===== src/rtl/alu_seq_driver.sv =====
`default_nettype none
// ============================================================================
// Module   : alu_seq_driver
// Purpose  : Sequencer in front of a single registered ALU (1-cycle latency).
//            Accepts one multi-word operation on a valid/ready request port.
//            It feeds the ALU one BITS-wide slice per EXEC/CAPT pair and chains
//            carry across slices for add. It reassembles the full-width result
//            and returns it on a valid/ready response port.
// Ports    : clk, rst_n                     clock, async active-low reset
//            req_valid/req_ready            request handshake
//            req_opcode, req_a, req_b       operation and full-width operands
//            req_carry                      carry into slice 0 (add only)
//            alu_in_a/b, alu_opcode,        registered slice drive to the ALU
//            alu_carry_in                   (alu_opcode 0 = ALU idle)
//            alu_sum, alu_carry_out         ALU registered result
//            rsp_valid/rsp_ready            response handshake
//            rsp_result, rsp_carry, rsp_err assembled result, final carry,
//                                           divide-by-zero flag
// Revision : 1.0 - initial release
// ============================================================================
module alu_seq_driver #(
  parameter int BITS        = 8,
  parameter int opcode_size = 4,
  parameter int WORDS       = 4
) (
  input  logic                   clk,
  input  logic                   rst_n,
  input  logic                   req_valid,
  output logic                   req_ready,
  input  logic [opcode_size-1:0] req_opcode,
  input  logic [BITS*WORDS-1:0]  req_a,
  input  logic [BITS*WORDS-1:0]  req_b,
  input  logic                   req_carry,
  output logic [BITS-1:0]        alu_in_a,
  output logic [BITS-1:0]        alu_in_b,
  output logic [opcode_size-1:0] alu_opcode,
  output logic                   alu_carry_in,
  input  logic [BITS-1:0]        alu_sum,
  input  logic                   alu_carry_out,
  output logic                   rsp_valid,
  input  logic                   rsp_ready,
  output logic [BITS*WORDS-1:0]  rsp_result,
  output logic                   rsp_carry,
  output logic                   rsp_err
);

  localparam int W     = BITS * WORDS;
  localparam int IDX_W = (WORDS > 1) ? $clog2(WORDS) : 1;

  localparam logic [opcode_size-1:0] c_op_add    = opcode_size'(1);
  localparam logic [opcode_size-1:0] c_op_div    = opcode_size'(4);
  localparam logic [opcode_size-1:0] c_op_bit_lo = opcode_size'(7);
  localparam logic [opcode_size-1:0] c_op_bit_hi = opcode_size'(12);
  localparam logic [IDX_W-1:0]       c_last_idx  = IDX_W'(WORDS - 1);

  typedef enum logic [1:0] {
    S_IDLE = 2'd0,
    S_EXEC = 2'd1,
    S_CAPT = 2'd2,
    S_DONE = 2'd3
  } state_t;

  // How the accepted operation is walked across the slices.
  typedef enum logic [1:0] {
    M_CHAIN  = 2'd0,  // add: all slices, carry chained LSB to MSB
    M_SLICED = 2'd1,  // bitwise: all slices, independent, no carry
    M_SINGLE = 2'd2,  // everything else: slice 0 only
    M_DIVZ   = 2'd3   // divide by zero: answered locally, no ALU issue
  } mode_t;

  state_t                 state_q,        state_d;
  mode_t                  mode_q,         mode_d;
  logic [W-1:0]           a_q,            a_d;
  logic [W-1:0]           b_q,            b_d;
  logic [IDX_W-1:0]       idx_q,          idx_d;
  logic [W-1:0]           result_q,       result_d;
  logic                   carry_q,        carry_d;
  logic                   err_q,          err_d;
  logic [BITS-1:0]        alu_in_a_q,     alu_in_a_d;
  logic [BITS-1:0]        alu_in_b_q,     alu_in_b_d;
  logic [opcode_size-1:0] alu_opcode_q,   alu_opcode_d;
  logic                   alu_carry_in_q, alu_carry_in_d;

  logic                   w_req_divz;
  mode_t                  w_req_mode;
  logic                   w_last;
  logic [IDX_W-1:0]       w_idx_nxt;

  // Classify the incoming request; only meaningful on the accept cycle.
  always_comb begin
    w_req_divz = (req_opcode == c_op_div) && (req_b[BITS-1:0] == '0);
    if (w_req_divz) begin
      w_req_mode = M_DIVZ;
    end else if (req_opcode == c_op_add) begin
      w_req_mode = M_CHAIN;
    end else if ((req_opcode >= c_op_bit_lo) && (req_opcode <= c_op_bit_hi)) begin
      w_req_mode = M_SLICED;
    end else begin
      w_req_mode = M_SINGLE;
    end
  end

  assign w_last    = (mode_q == M_SINGLE) || (idx_q == c_last_idx);
  assign w_idx_nxt = idx_q + IDX_W'(1);

  always_comb begin
    state_d        = state_q;
    mode_d         = mode_q;
    a_d            = a_q;
    b_d            = b_q;
    idx_d          = idx_q;
    result_d       = result_q;
    carry_d        = carry_q;
    err_d          = err_q;
    alu_in_a_d     = alu_in_a_q;
    alu_in_b_d     = alu_in_b_q;
    alu_opcode_d   = alu_opcode_q;
    alu_carry_in_d = alu_carry_in_q;

    case (state_q)
      S_IDLE: begin
        if (req_valid) begin
          mode_d   = w_req_mode;
          a_d      = req_a;
          b_d      = req_b;
          idx_d    = '0;
          result_d = '0;  // upper slices stay zero for single-slice ops
          carry_d  = 1'b0;
          err_d    = 1'b0;
          state_d  = S_EXEC;
          if (w_req_divz) begin
            // The EXEC cycle is spent with the ALU idle; the answer is local.
            alu_in_a_d     = '0;
            alu_in_b_d     = '0;
            alu_opcode_d   = '0;
            alu_carry_in_d = 1'b0;
          end else begin
            alu_in_a_d     = req_a[BITS-1:0];
            alu_in_b_d     = req_b[BITS-1:0];
            alu_opcode_d   = req_opcode;
            alu_carry_in_d = (w_req_mode == M_CHAIN) ? req_carry : 1'b0;
          end
        end
      end

      S_EXEC: begin
        if (mode_q == M_DIVZ) begin
          result_d = '1;
          carry_d  = 1'b0;
          err_d    = 1'b1;
          state_d  = S_DONE;
        end else begin
          state_d = S_CAPT;
        end
      end

      S_CAPT: begin
        result_d[int'(idx_q)*BITS +: BITS] = alu_sum;
        carry_d = (mode_q == M_SLICED) ? 1'b0 : alu_carry_out;
        if (w_last) begin
          alu_in_a_d     = '0;
          alu_in_b_d     = '0;
          alu_opcode_d   = '0;
          alu_carry_in_d = 1'b0;
          state_d        = S_DONE;
        end else begin
          idx_d          = w_idx_nxt;
          alu_in_a_d     = a_q[int'(w_idx_nxt)*BITS +: BITS];
          alu_in_b_d     = b_q[int'(w_idx_nxt)*BITS +: BITS];
          // Opcode register simply holds for the next slice.
          alu_carry_in_d = (mode_q == M_CHAIN) ? alu_carry_out : 1'b0;
          state_d        = S_EXEC;
        end
      end

      S_DONE: begin
        if (rsp_ready) begin
          state_d = S_IDLE;
        end
      end

      default: begin
        state_d = S_IDLE;
      end
    endcase
  end

  always_ff @(posedge clk or negedge rst_n) begin
    if (!rst_n) begin
      state_q        <= S_IDLE;
      mode_q         <= M_SINGLE;
      a_q            <= '0;
      b_q            <= '0;
      idx_q          <= '0;
      result_q       <= '0;
      carry_q        <= 1'b0;
      err_q          <= 1'b0;
      alu_in_a_q     <= '0;
      alu_in_b_q     <= '0;
      alu_opcode_q   <= '0;
      alu_carry_in_q <= 1'b0;
    end else begin
      state_q        <= state_d;
      mode_q         <= mode_d;
      a_q            <= a_d;
      b_q            <= b_d;
      idx_q          <= idx_d;
      result_q       <= result_d;
      carry_q        <= carry_d;
      err_q          <= err_d;
      alu_in_a_q     <= alu_in_a_d;
      alu_in_b_q     <= alu_in_b_d;
      alu_opcode_q   <= alu_opcode_d;
      alu_carry_in_q <= alu_carry_in_d;
    end
  end

  assign req_ready    = (state_q == S_IDLE);
  assign rsp_valid    = (state_q == S_DONE);
  assign rsp_result   = result_q;
  assign rsp_carry    = carry_q;
  assign rsp_err      = err_q;
  assign alu_in_a     = alu_in_a_q;
  assign alu_in_b     = alu_in_b_q;
  assign alu_opcode   = alu_opcode_q;
  assign alu_carry_in = alu_carry_in_q;

endmodule
`default_nettype wire


===== config.mk =====
export PLATFORM = sky130hd
export DESIGN_NAME = alu_seq_driver
export DESIGN_NICKNAME = d
export VERILOG_FILES = /design/src/rtl/alu_seq_driver.sv
export SDC_FILE = /design/constraint.sdc
export NUM_CORES = 1
export LEC_CHECK = 0
export CORE_MARGIN = 4
export CORE_UTILIZATION = 45
export DETAILED_ROUTE_END_ITERATION = 10
export GPL_TIMING_DRIVEN = 0
export PLACE_DENSITY_LB_ADDON = 0.12
export SETUP_SLACK_MARGIN = 0.1
export SLEW_MARGIN = 20
export SYNTH_ARGS = -nofsm -noshare
export SYNTH_HDL_FRONTEND = slang
export SYNTH_SLANG_ARGS = --single-unit

===== constraint.sdc =====
create_clock -name clk -period 2.2 [get_ports clk]
set_input_delay 0.44 -clock clk [delete_from_list [all_inputs] [get_ports clk]]
set_output_delay 0.44 -clock clk [all_outputs]
set_load 0.01 [all_outputs]

# == After elaboration in Yosys (flattened, before gate mapping) ==
# Cells that the tools add are included.
# word_totals
mem_bits_rw,0
romBits,0
mem_count,0
regBits,125
elab_cells,90
inputBits,82
latchBits,0
# classes
bitwise,0
add_sub_neg,2
n_lt_le_gt_ge,2
mul,0
n_reduce_logical,17
shift,4
mux,39
n_eq_ne,14
div_mod_pow,0
# op_table
operator,n
$pmux W32 S3,1
$mux W32,2
$shiftx A32 B6 Y8,2
$mux W8,6
$neg A5 Y33,1
$shift A8 B33 Y32 const A,1
$shiftx A8 B33 Y32,1
$bwmux W32,1
$pmux W8 S2,2
$mux W2,8
$mux W4,3
$reduce_and A3 Y1,4
$eq A2 B2 Y1 const B,5
$mux W1,10
$logic_not A8 Y1,1
$ne A2 B2 Y1 const B,4
$pmux W2 S4,1
$pmux W4 S2,1
$logic_not A2 Y1,3
$reduce_and A2 Y1,3
$eq A2 B1 Y1 const B,2
$eq A4 B1 Y1 const B,1
$eq A4 B3 Y1 const B,1
$ge A4 B3 Y1 const B,1
other kinds (10),13

# == Logic depth before layout (Yosys ltp) ==
# logic_depth
ltp_word,10
depth_mapped,9
depth_no_buf,6

# == Least setup slack after synthesis ==
# No wires, ideal clock.
# synth_timing
path_kind,flip-flop to flip-flop
start,register idx_q[0]
end,register alu_in_a_q[0] (netlist: alu_in_a[0])
n_path_buf,4
setup_slack_ns,-0.100
arrival_ns,2.177
stages_incl_launch_ff,10
path_cell_list,dfrtp_1 buf_4 buf_4 inv_1 ha_1 buf_2 buf_2 mux4_2 a21oi_1 a21oi_1
# synth_between
elab_chain_len,4
word_cells_on_any_way,6
# synth_rtl
item,line,text
start: declaration,75,"logic [IDX_W-1:0] idx_q, idx_d;"
start signal: assignment,207,idx_q <= idx_d;
$add A2 B1 Y2 or $eq A2 B2 Y1 (tied branches),"104, 103",
$shiftx A32 B6 Y8 or $logic_or A1 B1 Y1 (tied branches),"168, 103",
$mux W8 *,160,if (w_last) begin
$pmux W8 S2 *,120,case (state_q)
end signal: assignment,211,alu_in_a_q <= alu_in_a_d;
end: declaration,79,"logic [BITS-1:0] alu_in_a_q, alu_in_a_d;"
# Every way passes the cells marked *; elsewhere a longest branch is shown, timed or not.
# A chain may end at the register's enable or synchronous reset.

# == Worst setup path in the final report ==
# layout_timing
start,register state_q[0]
end,output rsp_valid
# layout_between
elab_chain_len,1
# layout_rtl
item,line,text
start: declaration,71,"state_t state_q, state_d;"
start signal: assignment,203,state_q <= state_d;
$eq A2 B2 Y1,219,assign rsp_valid = (state_q == S_DONE);
end: declaration,40,"output logic rsp_valid,"
# No other way between the ends.

==> results.json <==
{
  "status": "finished, final reports clean",
  "synth_compound_area_share_pct": 15.50,
  "placed_area_um2": 7503,
  "grt_pass1_wl_mm": 26.57,
  "timing.fmax_mhz": 493.3,
  "worst_setup_path_end_kind": "primary output",
  "r2r_setup_slack_ns": 0.19,
  "core_um2": 12670,
  "die_w_um": 122.1,
  "rows": 41,
  "dr.first_iter.drc_count": 344,
  "critPathKind": "flop to primary output",
  "rsz0062_at_grt": "false",
  "fin_crit_sh_pct": 92.14,
  "grt_max_degree": 84,
  "firstDrtPassIters": 5,
  "start_util_pct": 46.25,
  "yosysMostFrequentCell": "nand2_1",
  "hold_path_end": "a_q[20]$_DFFE_PN0P_",
  "period_minus_slack_ns": 2.027,
  "vias": 5070,
  "cts_tree": "yes",
  "synth_edf_count": 0,
  "synth_top_area_share_pct": 52.95,
  "grt_pass1_vias": 5190,
  "htree_levels": 4,
  "r2r_cells": 9,
  "post-dp-hpwl_mm": 12.03,
  "nets": 862,
  "holdCritPathClass": "flop to flop",
  "grt_overflow_total": 0,
  "syn_nets": 696,
  "async_reset_ff_share_pct": 100.0,
  "via_per_inst": 5.309,
  "synth_cell_types": 44,
  "nFillCells": 1068,
  "drive_gt1_share_pct": 13.67,
  "synthCells": 604,
  "ys_ff_latch": 125,
  "cts.sinks": 125,
  "synth.area.top_cells": "dfrtp_1 (53%), nand2_1 (14%), mux4_2 (6.1%)",
  "wl_per_cell_um": 17.50,
  "p_leak_nw": 3.785,
  "synth_fa_ha_area_share_pct": 2.135,
  "final_antenna_net_count": 0,
  "yosysWarningCount": 0,
  "synth.area.mux_share_pct": 6.319,
  "cts_buffers": 17,
  "tightest_slew_ns": 0.6409,
  "synth-simple-area-share_pct": 18.51,
  "antenna_found_initial": 0,
  "synth_top_flop_cell": "dfrtp_1",
  "cp_max_fo": 6,
  "cts_buffer_depth": 2,
  "die_h_um": 122.1,
  "clk_pin_slew_ns": 0.06,
  "synth_commonest_cells": "nand2_1 (218), dfrtp_1 (124), a21oi_1 (43)",
  "arrival_ns": 1.59,
  "ctsRootBufferMaster": "clkbuf_16",
  "power_density_nw_per_um2": 1527,
  "peakVddDrop_uv": 702.9,
  "avgSynthCellArea_um2": 9.703,
  "grt.total_usage_pct": 23.59,
  "maxCapViolCount": 0,
  "synth_xor_area_share_pct": 0,
  "pin_count": 139,
  "relSlewSlack_pct": 57.27,
  "cp.required_ns": 1.76,
  "die_area_um2": 14910,
  "fin_area_um2": 8327,
  "rr_endpoint": "rsp_result[17]$_DFFE_PN0P_",
  "insertion_delay_ns": 0.43,
  "reg2reg_from": "idx_q[0]$_DFFE_PN0P_",
  "holdPathStages": 2,
  "skew_ns": 0.007350,
  "antenna_cells": 0,
  "ys_seq_area_share_pct": 53.39,
  "hold_violations": 0,
  "io_buffer_count": 138,
  "finalMaxSlewViolations": 0,
  "synth_top_area_cell": "dfrtp_1",
  "drt-total-wl_mm": 16.71,
  "setup_ws_ns": 0.1730,
  "start_kind": "flop",
  "dpl_worst_slack_ns": -0.3488,
  "hold_start": "a_q[20]$_DFFE_PN0P_",
  "drc": 0,
  "finalSetupViolCount": 0,
  "synth_top_family_by_area": "simple AND/OR/NAND/NOR gates",
  "syn2layout_area_growth_pct": 42.08,
  "synth_area_um2": 5861,
  "gp_congestion": 0.8005
}
## power breakdown
part,internal [mW],switching [mW]
Clock,1.92,1.02
Sequential,3.30,0.602
Combinational,2.74,3.13
Total,7.96,4.75
## state kept, by name, summed over array words and instances (netlist names)
name	cells
alu_in_a	8
state_q	2
b_q	32
idx_q	2
rsp_result	32
mode_q	2
a_q	32
alu_carry_in	1
rsp_err	1
alu_opcode	4
alu_in_b	8
rsp_carry	1
## cell usage in the layout, fill, tap and decap left out, drive strengths merged, types with 2 or more instances in the layout
cell type      Yosys  layout
clkinvlp           0       3
a211oi             3       3
buf               19      26
o22ai              2       2
clkbuf            21      45
a31oi              6       6
a22o              11      11
clkinv             0       4
a22oi              8       8
bufinv             0       3
nor4bb             2       2
nor2               7       7
mux4              16      16
ha                10      10
a21oi             43      43
clkdlybuf4s50      0     136
nor4               2       2
o2bb2ai           26      26
o221ai             8       8
nand3              8       8
nand2b             2       2
inv               15      15
or2                2       2
dfrtp            124     124
and2               5       5
nor2b             10      10
nand2            219     219
o21ai             22      22
## metrics by stage
stage	hold WS [ns]	utilization (%)	power (mW)	instances	TNS, ns
2_1_floorplan	0.1444	-	7.280	604	0
3_3_place_gp	0.4540	58.99	9.217	914	-510.19
3_5_place_dp	0.3867	59.22	9.415	915	-8.044
4_1_cts	0.4762	64.96	12.59	951	0
5_1_grt	0.4962	65.72	13.61	955	0
6_report	0.4742	65.72	12.71	955	0
## cells by family (layout without fill, tap and decap cells)
family,count (synthesis),after routing
AO/OA/AOI/OAI,135,135
adder cells (fa/ha/maj),10,10
buffers and inverters,55,234
flip-flops,125,125
multiplexers,17,17
AND/OR/NAND/NOR,262,262
## critical path: stages, from the launching register on
cell and delay (ns):
dfrtp_2 0.42, ha_2 0.21, clkdlybuf4s50_1 0.53
## metal layers
metal	part of all wire [%]	up-vias	wire, µm	global-route usage [%]
met5	0	-	0	0
met4	1.1	0	181	6.508
met3	6.4	17	1073	7.985
met2	49	150	8223	38.67
met1	43	2479	7231	30.08
li1	-	2424	-	-
## layout make-up
| class | instances | area (µm²) | area share, % |
|---|---|---|---|
| plain buffers | 40 | 262.8 | 3.156 |
| clock buffers | 22 | 494.2 | 5.935 |
| clock inverters | 10 | 133.9 | 1.608 |
| inverters | 15 | 60.06 | 0.7213 |
| multi-input cells | 424 | 2556 | 30.70 |
| flip-flops and latches | 125 | 3133 | 37.63 |
| well taps | 172 | 215.2 | 2.585 |
| repair buffers | 147 | 1471 | 17.67 |
## worst max-delay path by stage
| stage | startpoint | end | slack (ns) |
|---|---|---|---|
| 6_report | state_q[0]$_DFFE_PN0P_ | rsp_valid | 0.17 |
| 5_1_grt | state_q[1]$_DFFE_PN0P_ | rsp_result[12]$_DFFE_PN0P_ | 0.11 |
| 4_1_cts | state_q[1]$_DFFE_PN0P_ | rsp_result[6]$_DFFE_PN0P_ | 0.09 |
| 3_5_place_dp | req_b[2] | alu_in_a[6]$_DFFE_PN0P_ | -0.35 |
| 3_3_place_gp | rst_n | a_q[18]$_DFFE_PN0P_ | -4.06 |
| 2_1_floorplan | idx_q[0]$_DFFE_PN0P_ | alu_in_a[0]$_DFFE_PN0P_ | 0.10 |
## repair_timing
item                       CTS  global route
gates resized for setup     21            29
setup buffers                3             4
hold buffers                 1             0
setup endpoints to repair   60           108
hold endpoints to repair    42             0
pin swaps                    0             2
No activity file was read; power rests on OpenSTA's default activity.
